<file path="src/rtl/vga_stream_out.sv">
// vga_stream_out: parametrised VGA raster generator that drains a valid/ready
// pixel stream with start-of-packet framing onto the VGA pins. The stream is
// resynchronised to the frame origin whenever it falls out of step with the
// raster. Optional build macro VGA_TEST_PATTERN_EN adds a pattern_sel input and
// built-in colour bar / grey ramp / white test patterns.
module vga_stream_out #(
  parameter int   COLOR_BITS = 8,
  parameter int   CLK_DIV    = 2,
  parameter int   H_ACTIVE   = 640,
  parameter int   H_FP       = 16,
  parameter int   H_SYNC     = 96,
  parameter int   H_BP       = 48,
  parameter int   V_ACTIVE   = 480,
  parameter int   V_FP       = 10,
  parameter int   V_SYNC     = 2,
  parameter int   V_BP       = 33,
  parameter logic HS_POL     = 1'b0,
  parameter logic VS_POL     = 1'b0
) (
  input  logic                    clk,
  input  logic                    reset,
  input  logic [3*COLOR_BITS-1:0] pix_data,
  input  logic                    pix_sop,
  input  logic                    pix_valid,
  output logic                    pix_ready,
`ifdef VGA_TEST_PATTERN_EN
  input  logic [1:0]              pattern_sel,
`endif
  output logic                    vga_clk,
  output logic                    vga_hs,
  output logic                    vga_vs,
  output logic                    vga_blank,
  output logic                    vga_sync,
  output logic [7:0]              vga_r,
  output logic [7:0]              vga_g,
  output logic [7:0]              vga_b,
  output logic                    underflow
);

  localparam int H_TOTAL = H_ACTIVE + H_FP + H_SYNC + H_BP;
  localparam int V_TOTAL = V_ACTIVE + V_FP + V_SYNC + V_BP;
  localparam int HW      = $clog2(H_TOTAL);
  localparam int VW      = $clog2(V_TOTAL);
  localparam int DW      = (CLK_DIV > 1) ? $clog2(CLK_DIV) : 1;

  typedef enum logic [1:0] {SEEK, ARMED, ACTIVE} state_t;

  logic [DW-1:0] div_cnt_reg, div_cnt_next;
  logic          pe;
  logic          vga_clk_reg;
  logic [HW-1:0] h_cnt_reg;
  logic [VW-1:0] v_cnt_reg;
  logic          h_last, v_last;
  logic          hs_on, vs_on, active, at_origin;
  state_t        state_reg, state_next;
  logic          ready_c, show_beat, uf_event;
  logic [7:0]    exp_r, exp_g, exp_b;
  logic [7:0]    r_next, g_next, b_next;
  logic          hs_reg, vs_reg, blank_reg, uf_reg;
  logic [7:0]    r_reg, g_reg, b_reg;

  assign pe           = (div_cnt_reg == DW'(CLK_DIV - 1));
  assign div_cnt_next = pe ? '0 : div_cnt_reg + DW'(1);

  // Pixel-clock divider; vga_clk follows the divider phase so outputs change on its falling edge.
  always_ff @(posedge clk) begin
    if (reset) begin
      div_cnt_reg <= '0;
      vga_clk_reg <= 1'b0;
    end else begin
      div_cnt_reg <= div_cnt_next;
      vga_clk_reg <= (div_cnt_next >= DW'(CLK_DIV / 2));
    end
  end

  assign h_last = (h_cnt_reg == HW'(H_TOTAL - 1));
  assign v_last = (v_cnt_reg == VW'(V_TOTAL - 1));

  // Raster counters advance once per pixel period.
  always_ff @(posedge clk) begin
    if (reset) begin
      h_cnt_reg <= '0;
      v_cnt_reg <= '0;
    end else if (pe) begin
      h_cnt_reg <= h_last ? '0 : h_cnt_reg + HW'(1);
      if (h_last) v_cnt_reg <= v_last ? '0 : v_cnt_reg + VW'(1);
    end
  end

  assign hs_on     = (h_cnt_reg >= HW'(H_ACTIVE + H_FP)) && (h_cnt_reg < HW'(H_ACTIVE + H_FP + H_SYNC));
  assign vs_on     = (v_cnt_reg >= VW'(V_ACTIVE + V_FP)) && (v_cnt_reg < VW'(V_ACTIVE + V_FP + V_SYNC));
  assign active    = (h_cnt_reg < HW'(H_ACTIVE)) && (v_cnt_reg < VW'(V_ACTIVE));
  assign at_origin = (h_cnt_reg == '0) && (v_cnt_reg == '0);

  // Widen each channel to 8 bits by repeating its bit pattern from the MSB down.
  for (genvar gi = 0; gi < 8; gi++) begin : g_expand
    localparam int SRC = COLOR_BITS - 1 - ((7 - gi) % COLOR_BITS);
    assign exp_r[gi] = pix_data[2*COLOR_BITS + SRC];
    assign exp_g[gi] = pix_data[COLOR_BITS + SRC];
    assign exp_b[gi] = pix_data[SRC];
  end

`ifdef VGA_TEST_PATTERN_EN
  logic       pattern_on;
  logic [2:0] bar_idx;
  logic [2:0] bar_rgb;
  logic [7:0] grey;

  assign pattern_on = (pattern_sel != 2'd0);
  assign bar_idx    = 3'(h_cnt_reg / HW'(H_ACTIVE / 8));
  assign grey       = 8'(h_cnt_reg);

  // Bar order white, yellow, cyan, green, magenta, red, blue, black as {R,G,B} on/off.
  always_comb begin
    bar_rgb = 3'b000;
    case (bar_idx)
      3'd0: bar_rgb = 3'b111;
      3'd1: bar_rgb = 3'b110;
      3'd2: bar_rgb = 3'b011;
      3'd3: bar_rgb = 3'b010;
      3'd4: bar_rgb = 3'b101;
      3'd5: bar_rgb = 3'b100;
      3'd6: bar_rgb = 3'b001;
      default: bar_rgb = 3'b000;
    endcase
  end
`endif

  // Stream state register.
  always_ff @(posedge clk) begin
    if (reset) state_reg <= SEEK;
    else       state_reg <= state_next;
  end

  // Resync FSM: hunt for SOP, wait for the origin, then consume one beat per active pixel.
  always_comb begin
    state_next = state_reg;
    ready_c    = 1'b0;
    show_beat  = 1'b0;
    uf_event   = 1'b0;
    case (state_reg)
      SEEK: begin
        ready_c = !(pix_valid && pix_sop);
        if (pix_valid && pix_sop) state_next = ARMED;
      end
      ARMED, ACTIVE: begin
        // ARMED only takes part from the origin pixel onward.
        if (pe && active && (state_reg == ACTIVE || at_origin)) begin
          ready_c = (pix_sop == at_origin);
          if (pix_valid && (pix_sop == at_origin)) begin
            show_beat  = 1'b1;
            state_next = ACTIVE;
          end else begin
            uf_event   = 1'b1;
            state_next = SEEK;
          end
        end
      end
      default: state_next = SEEK;
    endcase
`ifdef VGA_TEST_PATTERN_EN
    if (pattern_on) begin
      state_next = SEEK;
      ready_c    = 1'b0;
      show_beat  = 1'b0;
      uf_event   = 1'b0;
    end
`endif
  end

  assign pix_ready = ready_c && !reset;

  // Colour for the current pixel: stream beat, test pattern or black.
  always_comb begin
    r_next = 8'h00;
    g_next = 8'h00;
    b_next = 8'h00;
    if (show_beat) begin
      r_next = exp_r;
      g_next = exp_g;
      b_next = exp_b;
    end
`ifdef VGA_TEST_PATTERN_EN
    if (pattern_on && active) begin
      case (pattern_sel)
        2'd1: begin
          r_next = {8{bar_rgb[2]}};
          g_next = {8{bar_rgb[1]}};
          b_next = {8{bar_rgb[0]}};
        end
        2'd2: begin
          r_next = grey;
          g_next = grey;
          b_next = grey;
        end
        default: begin
          r_next = 8'hFF;
          g_next = 8'hFF;
          b_next = 8'hFF;
        end
      endcase
    end
`endif
  end

  // Syncs, blank and colour registered together on the pixel edge so they never skew.
  always_ff @(posedge clk) begin
    if (reset) begin
      hs_reg    <= ~HS_POL;
      vs_reg    <= ~VS_POL;
      blank_reg <= 1'b0;
      r_reg     <= 8'h00;
      g_reg     <= 8'h00;
      b_reg     <= 8'h00;
      uf_reg    <= 1'b0;
    end else begin
      uf_reg <= uf_event;
      if (pe) begin
        hs_reg    <= hs_on ? HS_POL : ~HS_POL;
        vs_reg    <= vs_on ? VS_POL : ~VS_POL;
        blank_reg <= active;
        r_reg     <= r_next;
        g_reg     <= g_next;
        b_reg     <= b_next;
      end
    end
  end

  assign vga_clk   = vga_clk_reg;
  assign vga_hs    = hs_reg;
  assign vga_vs    = vs_reg;
  assign vga_blank = blank_reg;
  assign vga_sync  = 1'b0;
  assign vga_r     = r_reg;
  assign vga_g     = g_reg;
  assign vga_b     = b_reg;
  assign underflow = uf_reg;

endmodule

</file>
<file path="config.mk">
export PLATFORM = sky130hd
export DESIGN_NAME = vga_stream_out
export DESIGN_NICKNAME = d
export VERILOG_FILES = /design/src/rtl/vga_stream_out.sv
export SDC_FILE = /design/constraint.sdc
export NUM_CORES = 1
export LEC_CHECK = 0
export CAP_MARGIN = 20
export CORE_MARGIN = 4
export CORE_UTILIZATION = 41
export CTS_BUF_LIST = sky130_fd_sc_hd__clkbuf_16
export CTS_CLUSTER_SIZE = 10
export DETAILED_ROUTE_END_ITERATION = 8
export GPL_TIMING_DRIVEN = 0
export HOLD_SLACK_MARGIN = 0.03
export PLACE_DENSITY = 0.72
export SYNTH_ARGS = -nofsm -noshare
export SYNTH_HDL_FRONTEND = slang
export SYNTH_SLANG_ARGS = --single-unit
</file>
<file path="constraint.sdc">
create_clock -name clk -period 2.7 [get_ports clk]
set_input_delay 0.27 -clock clk [delete_from_list [all_inputs] [get_ports clk]]
set_output_delay 0.27 -clock clk [all_outputs]
set_load 0.01 [all_outputs]
</file>
==> results by group <==
Run status
  – Failing checks: setup timing
  – Status: finished, violations left

Timing
  – Slew Viols, Final: 0
  – Final setup margin: -0.2377 ns
  – Final hold viol count: 0
  – F_max: between 0.3 and 0.4 GHz
  – Normalized max-slew margin: around 36%
  – RSZ-0062 raised after global routing: yes
  – Setup Skew: approximately 0.0095 ns
  – Slew @ Worst Pin: between 0.9 and 1 ns
  – Final Cycle Share: 108.8%
  – Fin crit period: just under 3 ns
  – Final setup violation count: 1

Synth
  – Multiplexer share of the synthesized area: under 10%
  – Largest family of logic cells by synthesized area: simple AND/OR/NAND/NOR gates
  – Syn_nets: 260
  – Syn_area_per_cell: 9.825 µm²
  – Synth async-reset ratio: 0%
  – Post-Synth Adder-Cell Area: under 10%
  – Prevailing post-synth register cell: dfxtp_1
  – Synth unique cells: 45
  – XOR/XNOR share of the synthesized area: between 6 and 7%
  – Simple-Gate Fraction of Synth Area: between 10% and 20%
  – Synth Area in Compound Gates: 17.79%
  – Sequential area share after synthesis: 46.39%
  – Register bit total from synthesis: 51
  – Post-synth EDFFs: 0
  – Area of the mapped netlist: ~0.0022 mm²
  – Mapped Cells: ~220
  – Synth Warn #: 0

Cells and area
  – Layout cells sized above 1: 15.12%
  – Post-Layout Inst Area: around 0.0030 mm²
  – Layout area overhead: 37.41%
  – FILL cells: ~480
  – Post-layout util: roughly 59%
  – Antenna diodes: 0
  – Commonest non-fill, non-tap cells in the layout: 56 x clkdlybuf4s50_1, 49 x dfxtp_1, 32 x nor2_1
  – Most common cell after layout, fill and taps aside: clkdlybuf4s50_1
  – Reg area: 0.001023 mm²
  – Multi-input logic area: between 0.001 and 0.0015 mm²
  – Nets: roughly 330

Global route
  – Largest net degree at the start of global routing: 17
  – First-pass GRT wire length: ~8.4 mm
  – Vias in the first global route: between 1,500 and 2,000
  – Initial antenna violation count: 0
  – GRT overflow: 0
  – Total track usage: around 17%

Clocking
  – Clock tree from TritonCTS: done
  – CTS Root Cell: clkbuf_16
  – Htree depth: 2
  – Clock Sinks: 51
  – Worst skew pair latency: a little under 0.3 ns
  – Hold buffer count at CTS: 0
  – Clock Tree Buf Depth: 2
  – CTS Buf Count: 5
  – Worst-path clk slew: 0.07 ns

Worst setup path
  – Buf/Inv on CP: 1
  – Largest stage delay, worst path: between 0.5 and 0.6 ns
  – CP required: ~2.4 ns
  – CP top delay family: simple AND/OR/NAND/NOR gates
  – Worst R2R End: vga_b[3]$_SDFFE_PP0P_
  – Path depth of the worst reg2reg path: 7
  – Critical path's slowest cell: or4_1
  – Crit Path Class: flip-flop to primary output
  – Endpoint class of the critical path: primary output
  – Startpoint class of the critical path: flip-flop
  – CP cell instances: or4_1 -> or4_4 -> or4_4 -> and2_2 -> o41ai_2 -> buf_2
  – Reg2reg setup slack: 0.07 ns
  – Critical Path Fanout Max: 7
  – Crit path arrival time: approximately 2.7 ns
  – Crit-path most repeated cell: or4_4
  – RR Startpoint: h_cnt_reg[7]$_SDFFE_PP0P_

Hold path
  – Worst Hold Path EP: vga_blank$_SDFFE_PP0P_
  – Hold depth: 2
  – Hold Startpoint: vga_blank$_SDFFE_PP0P_
  – Min-delay worst type: flip-flop to flip-flop

Routing
  – WL final: roughly 5.2 mm
  – Vias per cell: 5.091
  – DRC violations left: 0
  – Drt first pass iters: 4
  – ANT nets after route: 0
  – Routed WL per cell: between 10 and 15 µm
  – DRT iter0 DRCs: 67
  – DR vias: between 1,500 and 2,000

Placed design
  – Cell Area, Placed: 0.002859 mm²
  – DP HPWL: 3.786 mm
  – Placer congestion estimate: around 0.8
  – Number of buffers added on ports: 57

Floorplan
  – Die height: slightly above 80 µm
  – Core area: 0.005140 mm²
  – Die footprint: between 0.006 and 0.007 mm²
  – I/O pins: 59
  – Row count: 26
  – Die Width: 81.27 µm
  – Initial Util: between 40% and 50%

Flow run
  – Max-cap violations: 0

Pwr
  – Pwr dens: roughly 520 mW/mm²
  – Static leakage: about 1.1 nW
  – Total chip power: between 1.5 and 2 mW
  – VDD IR-drop max: about 0.32 mV
## through the flow
stage	setup TNS [ns]	setup slack (ns)	instances	hold slack, ns
after CTS	-0.2605	-0.2605	361	0.4808
after floorplan	0	0.02644	224	0.3844
after detailed placement	-1.340	-0.5415	351	0.4658
final	-0.2377	-0.2377	361	0.4783
after global routing	-0.6642	-0.2915	361	0.5062
after global placement	-1.454	-0.4758	351	0.4611
## worst reg2reg max path, cell delays in order (launching register included)
cell and delay [ns]:
dfxtp_2 0.35, or4_1 0.52, or4_4 0.44, or4_4 0.45
a2111oi_4 0.34, buf_4 0.19, buf_6 0.14, a22o_2 0.14
## what timing repair did
item                                   CTS  global route
endpoints found under the hold margin    0             0
resized for setup                        8             0
buffers inserted                         2             0
setup endpoints to repair               21            11
pin swaps                                1             0
## power breakdown
group | internal, mW | switching (mW)
Combinational | 0.0888 | 0.0841
Clock | 0.342 | 0.280
Sequential | 0.764 | 0.00998
Total | 1.19 | 0.374
## how the worst max path moves through the flow
stage | slack (ns) | depth (start not counted) | startpoint | to
after detailed placement | -0.54 | 6 | h_cnt_reg[7]$_SDFFE_PP0P_ | pix_ready
after global placement | -0.48 | 6 | h_cnt_reg[7]$_SDFFE_PP0P_ | pix_ready
final | -0.24 | 6 | h_cnt_reg[7]$_SDFFE_PP0P_ | pix_ready
after global routing | -0.29 | 6 | h_cnt_reg[7]$_SDFFE_PP0P_ | pix_ready
after floorplan | 0.03 | 5 | h_cnt_reg[7]$_SDFFE_PP0P_ | pix_ready
after CTS | -0.26 | 6 | h_cnt_reg[7]$_SDFFE_PP0P_ | pix_ready
## synthesized netlist by cell type, types with 2 or more instances
cell type,number,area (µm²)
a22o_1,4,35.03
xor2_1,12,105.1
buf_6,2,22.52
nand2_1,11,41.29
xnor2_1,5,43.79
dfxtp_1,51,1021
inv_1,11,41.29
nand4_1,12,75.07
clkbuf_1,5,18.77
o21ai_0,5,25.02
nor3_1,3,15.01
or3_1,2,12.51
and3_1,2,12.51
or4_4,2,22.52
or2_2,3,18.77
nor4_1,2,12.51
mux2i_1,2,20.02
nor2_1,32,120.1
a21oi_1,4,20.02
nand2b_1,3,18.77
ha_1,8,100.1
a22o_2,20,200.2
## cells by family (layout without fill, tap and decap cells)
logic type,Yosys count,count (layout)
adders and majority gates,8,8
buffers and inverters,20,87
other,1,1
and+or+nand+nor,80,80
AOI/OAI and AO/OA,44,44
DFF,51,51
muxes,3,3
xor gates and xnor gates,17,17
## routing by layer
layer,GRT usage (%),wire (µm),vias up
li1,-,-,926
met1,20.49,2293,878
met2,27.85,2625,29
met3,4.102,164,5
met4,6.081,73,0
met5,0,0,-
## cell type report
type	count	area share, %
buffer	9	1.738
clock buffer	5	4.137
clock inverter	3	0.6620
inverter	11	1.365
multi-input combinational	153	36.16
sequential	51	33.84
tap	70	2.896
timing repair buffer	59	19.20
No activity file was read; power rests on OpenSTA's default activity.
